File: src/rtl/fir_out_pkg.sv
// fir_out_pkg: shared widths, saturation limits and round/shift/saturate helpers
package fir_out_pkg;
  localparam int DEF_IN_W = 32;
  localparam int DEF_OUT_W = 16;
  localparam logic signed [15:0] SAT_MAX = 16'sh7FFF;
  localparam logic signed [15:0] SAT_MIN = 16'sh8000;
  typedef struct packed {
    logic ovf;
    logic signed [15:0] data;
  } sat_t;
  function automatic logic signed [32:0] round_shift(input logic signed [31:0] r, input logic [4:0] sh);
    logic signed [32:0] x;
    x = {r[31], r};
    return (x + ((sh == 5'd0) ? 33'sd0 : (33'sd1 <<< (sh - 5'd1)))) >>> sh;
  endfunction
  function automatic sat_t saturate(input logic signed [32:0] v);
    return (v > 33'sd32767) ? '{1'b1, SAT_MAX} : (v < -33'sd32768) ? '{1'b1, SAT_MIN} : '{1'b0, v[15:0]};
  endfunction
endpackage

File: src/rtl/fir_output_stage_if.sv
// fir_output_stage_if: valid/ready output sample stream
interface fir_output_stage_if #(parameter int OUT_W = 16);
  logic out_valid;
  logic out_ready;
  logic signed [OUT_W-1:0] out_data;
  modport master(output out_valid, output out_data, input out_ready);
  modport slave(input out_valid, input out_data, output out_ready);
endinterface

File: src/rtl/fir_output_stage_out_fifo.sv
// out_fifo: single-clock synchronous FIFO with head-of-queue output
module out_fifo #(
  parameter int DEPTH = 4,
  parameter int W = 16
) (
  input  logic clk,
  input  logic rst,
  input  logic push,
  input  logic pop,
  input  logic [W-1:0] din,
  output logic [W-1:0] head,
  output logic full,
  output logic empty
);
  localparam int AW = $clog2(DEPTH);
  logic [W-1:0] mem [DEPTH];
  logic [AW-1:0] wr_ptr, rd_ptr;
  logic [AW:0] cnt;
  logic do_push, do_pop;
  assign do_pop = pop & ~empty;
  assign do_push = push & (~full | do_pop);
  assign full = cnt == (AW+1)'(DEPTH);
  assign empty = cnt == '0;
  assign head = mem[rd_ptr];
  // storage needs no reset; occupancy decides what is valid
  always_ff @(posedge clk)
    if (do_push) mem[wr_ptr] <= din;
  // pointers wrap naturally at the power-of-two depth
  always_ff @(posedge clk) begin
    if (rst) begin
      wr_ptr <= '0;
      rd_ptr <= '0;
      cnt <= '0;
    end else begin
      if (do_push) wr_ptr <= wr_ptr + 1'b1;
      if (do_pop) rd_ptr <= rd_ptr + 1'b1;
      cnt <= cnt + (AW+1)'(do_push) - (AW+1)'(do_pop);
    end
  end
endmodule

File: src/rtl/fir_output_stage.sv
// fir_output_stage: captures MAC results, rounds/saturates to 16 bits and streams them out
module fir_output_stage
  import fir_out_pkg::*;
#(
  parameter int DEPTH = 4,
  parameter int IN_W = DEF_IN_W,
  parameter int OUT_W = DEF_OUT_W
) (
  input  logic clk,
  input  logic reset,
  input  logic done,
  input  logic signed [IN_W-1:0] result,
  input  logic [4:0] shift,
  input  logic clr_flags,
  fir_output_stage_if.master o,
  output logic overflow,
  output logic drop,
  output logic [15:0] count
);
  logic done_q, s1_v, s2_v, full, empty, fire;
  logic signed [IN_W:0] s1_val;
  logic signed [OUT_W-1:0] s2_data, head;
  sat_t sat;
  assign sat = saturate(s1_val);
  assign fire = o.out_valid & o.out_ready;
  assign o.out_valid = ~empty;
  assign o.out_data = empty ? '0 : head;
  // edge detect on done and valid tracking through both stages
  always_ff @(posedge clk) begin
    if (reset) begin
      done_q <= 1'b0;
      s1_v <= 1'b0;
      s2_v <= 1'b0;
    end else begin
      done_q <= done;
      s1_v <= done & ~done_q;
      s2_v <= s1_v;
    end
  end
  // datapath registers: round/shift on capture, saturate one stage later
  always_ff @(posedge clk) begin
    s1_val <= round_shift(result, shift);
    s2_data <= sat.data;
  end
  // sticky flags where a set event beats a simultaneous clear; accepted-sample counter
  always_ff @(posedge clk) begin
    if (reset) begin
      overflow <= 1'b0;
      drop <= 1'b0;
      count <= '0;
    end else begin
      overflow <= (s1_v & sat.ovf) | (overflow & ~clr_flags);
      drop <= (s2_v & full & ~fire) | (drop & ~clr_flags);
      count <= count + 16'(fire);
    end
  end
  out_fifo #(.DEPTH(DEPTH), .W(OUT_W)) u_fifo (
    .clk(clk),
    .rst(reset),
    .push(s2_v),
    .pop(fire),
    .din(s2_data),
    .head(head),
    .full(full),
    .empty(empty)
  );
endmodule

File: src/flat_wrapper.sv
// flat-port wrapper written by rule: the top's interface ports become plain ports
module fir_output_stage_flat import fir_out_pkg::*;
#(
  parameter int DEPTH = 4,
  parameter int IN_W = DEF_IN_W,
  parameter int OUT_W = DEF_OUT_W
)
  (clk, reset, done, result, shift, clr_flags, overflow, drop, count, o_out_valid, o_out_data, o_out_ready);
  fir_output_stage_if #(.OUT_W(OUT_W)) o_i ();
  input  logic clk;
  input  logic reset;
  input  logic done;
  input  logic signed [IN_W-1:0] result;
  input  logic [4:0] shift;
  input  logic clr_flags;
  output logic overflow;
  output logic drop;
  output logic [15:0] count;
  output wire logic [$bits(o_i.out_valid)-1:0] o_out_valid;
  output wire logic [$bits(o_i.out_data)-1:0] o_out_data;
  input wire logic [$bits(o_i.out_ready)-1:0] o_out_ready;
  assign o_out_valid = o_i.out_valid;
  assign o_out_data = o_i.out_data;
  assign o_i.out_ready = o_out_ready;
  fir_output_stage #(.DEPTH(DEPTH), .IN_W(IN_W), .OUT_W(OUT_W)) u_core (.clk(clk), .reset(reset), .done(done), .result(result), .shift(shift), .clr_flags(clr_flags), .o(o_i), .overflow(overflow), .drop(drop), .count(count));
endmodule
File: config.mk
export PLATFORM = sky130hd
export DESIGN_NAME = fir_output_stage_flat
export DESIGN_NICKNAME = d
export VERILOG_FILES = /design/src/rtl/fir_out_pkg.sv /design/src/rtl/fir_output_stage_if.sv /design/src/rtl/fir_output_stage_out_fifo.sv /design/src/rtl/fir_output_stage.sv /design/src/flat_wrapper.sv
export SDC_FILE = /design/constraint.sdc
export NUM_CORES = 1
export LEC_CHECK = 0
export BUFFER_PORTS_ARGS = -buffer_cell sky130_fd_sc_hd__buf_2
export CORE_MARGIN = 2
export CORE_UTILIZATION = 60
export CTS_CLUSTER_DIAMETER = 100
export DETAILED_ROUTE_END_ITERATION = 16
export GPL_ROUTABILITY_DRIVEN = 0
export PLACE_DENSITY = 0.8
export RECOVER_POWER = 100
export SLEW_MARGIN = 20
export SYNTH_ARGS = -nofsm -noshare
export SYNTH_HDL_FRONTEND = slang
export SYNTH_HIERARCHICAL = 1
export SYNTH_SLANG_ARGS = --single-unit
File: constraint.sdc
create_clock -name clk -period 9 [get_ports clk]
set_input_delay 0.45 -clock clk [delete_from_list [all_inputs] [get_ports clk]]
set_output_delay 0.45 -clock clk [all_outputs]
set_load 0.01 [all_outputs]
==> impl_metrics.yaml, run 1 <==
layout:
  fin_nets: 1166
  fillers: 1326
  seqCellArea_um2: 3500
  multi_input_comb_area_um2: 5880
  layoutNonFillerInstCount: 1311
  diodes: 0
  final_cell_area_um2: 10700
  drive_gt1_share_pct: 12.0
  area_growth_syn_to_layout_pct: 8.42
power:
  irDropWorstVdd_v: 0.000139
  seqPwrFrac_pct: 42.2
  power_switching_share_pct: 27.7
  clockPowerShare_pct: 39.0
  comb_power_share_pct: 18.7
  p_int_mw: 1.28
  power_density_nw_per_um2: 165
  p_leak_nw: 4.03
  p_switching_uw: 490
sta:
  finalCriticalPeriod_ns: 6.89
  final.setup.tns_ns: 0
  hold_slack_ns: 0.323
  tightest_slew_ns: 1.90
  hold_viol_final: 0
  setup_viol: 0
  slew_headroom_pct: -27.7
  rsz0062_at_grt: "no"
  final_max_slew_viol_count: 19
  fmax_mhz: 145
  fin_crit_sh_pct: 76.5
  fin_skew_ns: 0.00930
die:
  initial_core_util_pct: 61.7
  io_pins: 77
  fp.dieArea_um2: 17500
  core-area_um2: 16000
  die_width_um: 132
  num_rows: 46
  die_h_um: 132
routing:
  final_antenna_net_count: 0
  vias: 8649
  wl_per_cell_um: 19.5
  drt-vias-per-instance: 6.60
  drtIter0Drc: 800
  dr.pass1.iters: 6
  wirelength_mm: 25.6
  drc_errors: 0
status:
  violations: "capacitance limit, slew limit"
  status: "finished with violations"
setup_path:
  cp_max_fo: 33
  critPathRequiredTime_ns: 9.27
  crit_path_end_kind: "flop"
  cp.arrival_ns: 7.16
  start_kind: "input port"
  path_class: "input port to flop"
yosys:
  async_flop_share_pct: 0
  synth_most_common_cell: "nor2_1"
  syn_area_um2: 9870
  synth-main-ff-cell: "dfxtp_1"
  syn_nets: 1136
  ys_seq_area_share_pct: 35.5
  synth_area_leaders: "edfxtp_1 19%, dfxtp_1 16%, nor2_1 5.0%"
  yosys-top-cells-count: "132 x nor2_1, 80 x nand2_1, 79 x dfxtp_1, 65 x a21oi_1, 64 x edfxtp_1"
  ys_types: 94
  ys.warnings.count: 6
  synth-edff-count: 64
  synth.avg_cell_area_um2: 9.37
  synth_largest_area_cell: "edfxtp_1"
  syn_inst: 1053
  synth_top_cell_area_share_pct: 19.5
  ys_ff_latch: 143
place:
  port_buffers: 76
  place_area_um2: 10200
  dp.cells: 1280
  hpwl_mm: 18.5
cts:
  clkTransAtPathRegs_ns: 0.06
  cts_tree: "yes"
  cts_root_buffer: "clkbuf_16"
  cts-buffers-inserted: 17
  postCtsResizedCells: 0
  cts_setup_buffers: 0
  clockBufferDepth: 2
  htreeDepth: 4
  hold_buffers: 0
  clk_latency_ns: 0.41
  clkSinkCount: 143
flow_run:
  drv_cap: 1
global_routing:
  grt_remaining_overflow: 0
  grt_pass1_wl_mm: 41.6
  grt_usage_pct: 29.4
  grt_max_degree: 58
  grt_pass1_vias: 8136
  antenna_found_initial: 0
min_path:
  hold_path_class: "input port to flop"
[stage by stage]
stage	total power [mW]	setup slack, ns	util, %
3_3_place_gp	1.08	2.73	63.9
2_1_floorplan	0.996	4.48	-
4_1_cts	1.78	3.02	67.6
6_report	1.77	2.11	66.9
5_1_grt	1.84	1.54	66.9
3_5_place_dp	1.09	2.60	63.9
[flip-flops by register name, summed over array words and instances (netlist names), named ones only]
register and flops:
u_core/u_fifo/cnt 3, u_core/count 16, u_core/s1_val 33, u_core/u_fifo/rd_ptr 2, u_core/u_fifo/wr_ptr 2, u_core/s2_data 16, u_core/overflow 1, u_core/drop 1
u_core/s2_v 1, u_core/u_fifo/mem 64, u_core/done_q 1, u_core/s1_v 1
[power groups by stage]
stage                     registers, mW  clock network, mW  logic, mW
after detailed placement          0.761                  0      0.326
final                             0.748              0.691      0.331
after global placement            0.759                  0      0.322
after global routing              0.752              0.731      0.358
after floorplan                   0.750                  0      0.246
after CTS                         0.748              0.701      0.329
[cell families after synthesis]
| logic type | synth area share, % |
|---|---|
| compound gates | 21.5 |
| xor+xnor | 3.37 |
| fa+ha+maj | 5.35 |
| buf+inv | 4.21 |
| flops | 35.5 |
| mux | 11.1 |
| other cells | 0.0380 |
| simple gates | 18.9 |
[final cells by class]
| type | count | area share, % |
|---|---|---|
| inverters | 21 | 0.737 |
| flip-flops and latches | 143 | 32.8 |
| multi-input cells | 819 | 55.0 |
| well taps | 216 | 2.53 |
| repair buffers | 81 | 3.49 |
| clock inverters | 14 | 1.56 |
| clock buffers | 17 | 3.98 |
[critical path, stage by stage]
cell	delay (ns)
buf_2	0.47
clkinv_1	0.82
nand2_1	0.82
nor2_1	0.09
ha_1	0.25
fa_1	0.44
a211oi_1	0.28
o21ai_0	0.36
o21ai_0	1.06
nand3_1	0.18
mux2_2	0.33
nor4_1	0.59
a221oi_1	0.39
a221oi_1	0.49
a21oi_1	0.12
[placed cells by master (no fill, tap or decap), types with 12 or more instances in the layout]
cell type,n
nor2_1,132
nand2_1,80
dfxtp_1,79
a21oi_1,65
edfxtp_1,64
buf_2,40
o21ai_0,39
ha_1,39
clkbuf_1,36
nand3_1,36
mux2i_1,33
nor2b_1,27
nand4_1,24
a211oi_1,23
xor2_1,21
nor3_1,20
clkbuf_16,17
inv_1,17
xnor2_1,17
o211ai_1,15
mux4_1,14
nor4_1,12
mux2_2,12
[final timing paths]
kind	end	startpoint	slack, ns	depth (start not counted)
max reg2reg	u_core/u_fifo/cnt[2]	u_core/u_fifo/cnt[1]	4.91	10
min reg2reg	u_core/s2_data[15]	u_core/s1_val[32]	0.40	0
max	u_core/s1_val[18]	shift[4]	2.11	15
min	u_core/overflow	clr_flags	0.32	3
[layer usage]
metal | GRT usage, % | part of all wire (%)
met2 | 48.1 | 47
met4 | 12.7 | 4.0
met3 | 5.19 | 9.1
met1 | 38.4 | 40
met5 | 0 | 0
No activity file was read; power rests on OpenSTA's default activity.
==> inputs of run 2 (changes only) <==
--- a/config.mk
+++ b/config.mk
@@ -5,6 +5,7 @@
 export SDC_FILE = /design/constraint.sdc
 export NUM_CORES = 1
 export LEC_CHECK = 0
+export ABC_AREA = 1
 export BUFFER_PORTS_ARGS = -buffer_cell sky130_fd_sc_hd__buf_2
 export CORE_MARGIN = 2
 export CORE_UTILIZATION = 60
==> constraint.sdc (replaced) <==
create_clock -name clk -period 6.5 [get_ports clk]
set_input_delay 0.325 -clock clk [delete_from_list [all_inputs] [get_ports clk]]
set_output_delay 0.325 -clock clk [all_outputs]
set_load 0.01 [all_outputs]
==> impl_metrics.yaml, run 2 <==
routing:
  wl_per_cell_um: 15.0
  drtIter0Drc: 901
  wl_met1_mm: 10.9
  final_antenna_net_count: 0
  dr.pass1.iters: 6
  drc_errors: 0
  drt-vias-per-instance: 5.64
  wl_met2_mm: 12.1
  wirelength_mm: 25.6
  wl_met3_mm: 1.78
  vias: 9655
  route.top_layer_used: "met4"
place:
  port_buffers: 76
  dp_slack_ns: 2.33
  place_area_um2: 10200
  hpwl_mm: 19.1
layout:
  multi_input_comb_area_um2: 5190
  drive_gt1_share_pct: 8.42
  reg_top3: "u_core/u_fifo/mem: 64 flops, u_core/s1_val: 33 flops"
  final_cell_mix: "419 x nand2_1, 250 x nand3_1, 174 x inv_1"
  seqCellArea_um2: 3500
  fin_nets: 1567
  final_cell_area_um2: 10600
  final_common_cell: "nand2_1"
  final_core_util_pct: 67.0
  area_growth_syn_to_layout_pct: 9.20
  diodes: 0
  regMostFlops: "u_core/u_fifo/mem"
  fillers: 1445
  largest_register_ffs: 64
yosys:
  synth_most_common_cell: "nand2_1"
  synth_fa_ha_area_share_pct: 5.44
  ys_seq_area_share_pct: 36.1
  ys_types: 49
  syn_area_um2: 9710
  syn_nets: 1518
  async_flop_share_pct: 0
  ys.warnings.count: 6
  synth.avg_cell_area_um2: 6.77
  synth_compound_area_share_pct: 7.22
  synth_area_leaders: "edfxtp_1 20%, dfxtp_1 16%, nand2_1 16%"
  synth-edff-count: 64
  synthSimpleGateAreaFrac_pct: 40.5
  yosys.area_share.xor_xnor_pct: 1.17
  synth_top_cell_area_share_pct: 19.8
  syn_inst: 1435
  synth_top_family_by_area: "simple AND/OR/NAND/NOR gates"
  synth-main-ff-cell: "dfxtp_1"
  ys_ff_latch: 143
  yosys-top-cells-count: "408 x nand2_1, 246 x nand3_1, 173 x inv_1, 144 x nor2_1, 79 x dfxtp_1"
  synth_largest_area_cell: "edfxtp_1"
  synthMuxAreaShare_pct: 0.103
cts:
  clockBufferDepth: 2
  cts_tree: "yes"
  hold_buffers: 0
  htreeDepth: 4
  cts_root_buffer: "clkbuf_16"
  clkSinkCount: 143
  postCtsResizedCells: 0
  cts-buffers-inserted: 17
  clk_latency_ns: 0.41
  clkTransAtPathRegs_ns: 0.06
  cts_setup_buffers: 0
setup_path:
  slowest_delay_ns: 1.26
  start_kind: "input port"
  cpMaxStageDelayCell: "clkbuf_1"
  crit_path_end_kind: "flop"
  critPathRequiredTime_ns: 6.84
  cp.arrival_ns: 5.20
  cpMostUsedCell: "nand2_1"
  path_class: "input port to flop"
  cp_max_fo: 40
  worstReg2RegStart: "u_core/u_fifo/cnt[0]"
  ff2ff_setup_slack_ns: 3.26
  rr_worst_depth: 8
  r2r_end: "u_core/u_fifo/mem[2][11]"
sta:
  fin_skew_ns: 0.00892
  final.setup.tns_ns: 0
  final_max_slew_viol_count: 125
  worst_slack_ns: 1.64
  rsz0062_at_grt: "no"
  fin_crit_sh_pct: 74.7
  tightest_slew_ns: 1.80
  fmax_mhz: 206
  setup_viol: 0
  hold_viol_final: 0
  slew_headroom_pct: -19.8
  finalCriticalPeriod_ns: 4.86
min_path:
  hold_end: "u_core/done_q"
  hold_path_class: "input port to flop"
  min_path_cells: 3
  min_from: "done"
global_routing:
  grt_usage_pct: 29.8
  grt_pass1_vias: 8928
  grt_max_degree: 41
  antenna_found_initial: 0
  grt_remaining_overflow: 0
  grt_pass1_wl_mm: 41.9
status:
  status: "finished with violations"
  violations: "capacitance limit, slew limit"
die:
  num_rows: 46
  die_h_um: 131
  die_width_um: 131
  core-area_um2: 15800
  initial_core_util_pct: 61.3
  fp.dieArea_um2: 17200
  io_pins: 77
flow_run:
  drv_cap: 6
power:
  irDropWorstVdd_v: 0.000207
  p_leak_nw: 5.16
  power_density_nw_per_um2: 221
## run 2: cell count changes after synthesis, sizes merged, moves of 20 or more
cell and change:
nand2 +352, a211oi -26, inv +159, a21oi -33, mux4 -25, clkbuf -20
nand3 +216, nor2b -27, mux2i -32
## run 2: power by group
part | switching (mW) | internal, mW
registers | 0.0318 | 0.998
clock network | 0.361 | 0.548
logic | 0.277 | 0.131
total | 0.669 | 1.68
## run 2: worst max path at each step
stage	startpoint	to	slack (ns)	cells past startpoint
floorplan	shift[2]	u_core/s1_val[31]	3.29	28
global placement	shift[3]	u_core/s1_val[25]	2.37	27
detailed placement	shift[3]	u_core/s1_val[30]	2.33	29
CTS	shift[3]	u_core/s1_val[30]	2.77	29
global route	shift[0]	u_core/s1_val[30]	1.15	29
finish	shift[0]	u_core/s1_val[30]	1.64	29
## run 2: worst max-delay path, delay by kind of cell
kind	cells	cell delay, ns
and+or+nand+nor	23	2.65
buffers and inverters	4	1.54
adders and majority gates	2	0.66
## run 2: per-stage QoR
stage,power (mW),hold slack (ns),std cells
2_1_floorplan,1.34,0.374,1435
3_3_place_gp,1.45,0.382,1681
3_5_place_dp,1.45,0.390,1681
4_1_cts,2.36,0.137,1713
5_1_grt,2.45,0.163,1713
6_report,2.35,0.147,1713
## run 2: metal layers
layer / GRT usage (%) / vias up
met5: 0 / -
met4: 11.4 / 0
met3: 4.48 / 66
met2: 51.0 / 427
met1: 38.1 / 4387
li1: - / 4775
## run 2: cells by family (layout without fill, tap and decap cells)
kind of cell | count (synthesis) | after routing
AND/OR/NAND/NOR | 887 | 887
buffers and inverters | 232 | 294
flip-flops | 143 | 143
AO/OA/AOI/OAI | 117 | 117
adder cells (fa/ha/maj) | 41 | 41
XOR/XNOR | 13 | 13
other | 1 | 1
multiplexers | 1 | 1
## run 2: final cells by class
cell class	count	area share [%]
multi-input combinational	1060	49.0
clock buffer	22	4.70
tap	216	2.55
clock inverter	10	0.685
timing repair buffer	82	3.65
inverter	180	6.37
sequential	143	33.0
==> inputs of run 3 (changes only) <==
==> constraint.sdc (replaced) <==
create_clock -name clk -period 4.6 [get_ports clk]
set_input_delay 0.23 -clock clk [delete_from_list [all_inputs] [get_ports clk]]
set_output_delay 0.23 -clock clk [all_outputs]
set_load 0.01 [all_outputs]
==> impl_metrics.yaml, run 3 (synthesis gave the netlist of run 2 again) <==
global_routing:
  grt_usage_pct: 30.7
  grt_remaining_overflow: 0
  antenna_found_initial: 0
  grt_pass1_vias: 8821
  grt_max_degree: 43
  grt_pass1_wl_mm: 42.9
min_path:
  min_from: "done"
  min_path_cells: 3
  hold_path_class: "input port to flop"
cts:
  htreeDepth: 4
  cts_tree: "yes"
  clkSinkCount: 143
  clk_latency_ns: 0.42
  cts-buffers-inserted: 17
  clkTransAtPathRegs_ns: 0.06
  clockBufferDepth: 2
  cts_setup_buffers: 0
  hold_buffers: 0
  cts_root_buffer: "clkbuf_16"
  postCtsResizedCells: 0
power:
  p_total_mw: 3.44
  p_leak_nw: 5.22
  irDropWorstVdd_v: 0.000283
  power_density_nw_per_um2: 321
routing:
  wl_met1_mm: 11.0
  route.top_layer_used: "met4"
  vias: 9625
  wl_per_cell_um: 15.3
  drc_errors: 0
  drtIter0Drc: 980
  wl_met2_mm: 12.6
  dr.pass1.iters: 6
  final_antenna_net_count: 0
  wl_met3_mm: 1.92
  wirelength_mm: 26.3
  drt-vias-per-instance: 5.60
setup_path:
  cpMostUsedCell: "nand2_1"
  cp.arrival_ns: 4.08
  cp_max_fo: 14
  critPathRequiredTime_ns: 4.89
  path_class: "input port to flop"
  rr_worst_depth: 8
  slowest_delay_ns: 0.63
  start_kind: "input port"
  worstReg2RegStart: "u_core/u_fifo/cnt[2]"
  startpoint: "shift[1]"
  crit_path_end_kind: "flop"
  cpMaxStageDelayCell: "clkbuf_1"
layout:
  multi_input_comb_area_um2: 5230
  drive_gt1_share_pct: 9.25
  layoutNonFillerInstCount: 1719
  final_cell_mix: "412 x nand2_1, 248 x nand3_1, 175 x inv_1"
  area_growth_syn_to_layout_pct: 10.5
  reg_top3: "u_core/u_fifo/mem: 64 flops, u_core/s1_val: 33 flops"
  final_core_util_pct: 67.7
  final_common_cell: "nand2_1"
  largest_register_ffs: 64
  diodes: 0
  seqCellArea_um2: 3500
  fin_nets: 1573
  final_cell_area_um2: 10700
  fillers: 1425
  regMostFlops: "u_core/u_fifo/mem"
status:
  violations: "capacitance limit, slew limit"
  status: "finished with violations"
die:
  num_rows: 46
  io_pins: 77
  die_width_um: 131
  initial_core_util_pct: 61.3
  core-area_um2: 15800
  die_h_um: 131
  fp.dieArea_um2: 17200
sta:
  slew_headroom_pct: -11.2
  fmax_mhz: 264
  fin_crit_sh_pct: 82.3
  tightest_slew_ns: 1.66
  finalCriticalPeriod_ns: 3.79
  fin_skew_ns: 0.00915
  hold_slack_ns: 0.0601
  setup_viol: 0
  rsz0062_at_grt: "no"
  hold_viol_final: 0
  worst_slack_ns: 0.815
  final.setup.tns_ns: 0
  final_max_slew_viol_count: 34
place:
  dp_slack_ns: 0.906
  port_buffers: 76
  place_area_um2: 10200
  hpwl_mm: 19.5
  dp.cells: 1687
flow_run:
  drv_cap: 2
[run 3: cell count changes in the layout (fill, tap and decap cells not counted), sizes merged]
cell	change
clkinv	-1
clkbuf	-3
inv	+2
bufinv	+2
buf	+5
clkinvlp	+1
[run 3: cell type report]
class                           count  share of cell area (%)
Multi-Input combinational cell   1060                    48.8
Sequential cell                   143                    32.7
Inverter                          180                    6.30
Clock buffer                       18                    4.10
Timing Repair Buffer               88                    3.99
Tap cell                          216                    2.52
Clock inverter                     14                    1.66
[run 3: final timing paths]
path | to | slack [ns]
setup / recovery | u_core/s1_val[26] | 0.81
hold / removal | u_core/s1_v | 0.06
setup reg to reg | u_core/u_fifo/mem[0][13] | 1.26
hold reg to reg | u_core/s1_v | 0.39
[run 3: routing by layer]
metal	up-vias	track usage, %
met4	0	12.0
met3	72	5.17
met1	4351	39.2
met5	-	0
met2	408	52.2
li1	4794	-
[run 3: where the power goes]
part / switching (mW) / internal, mW / leakage, nW
clock network: 0.566 / 0.835 / 0.296
logic: 0.397 / 0.188 / 3.70
registers: 0.0474 / 1.41 / 1.23
[run 3: worst max-delay path, delay by kind of cell]
| family | cells | cell delay, ns |
|---|---|---|
| adders and majority gates | 2 | 0.66 |
| and+or+nand+nor | 22 | 2.26 |
| buffers and inverters | 4 | 0.89 |
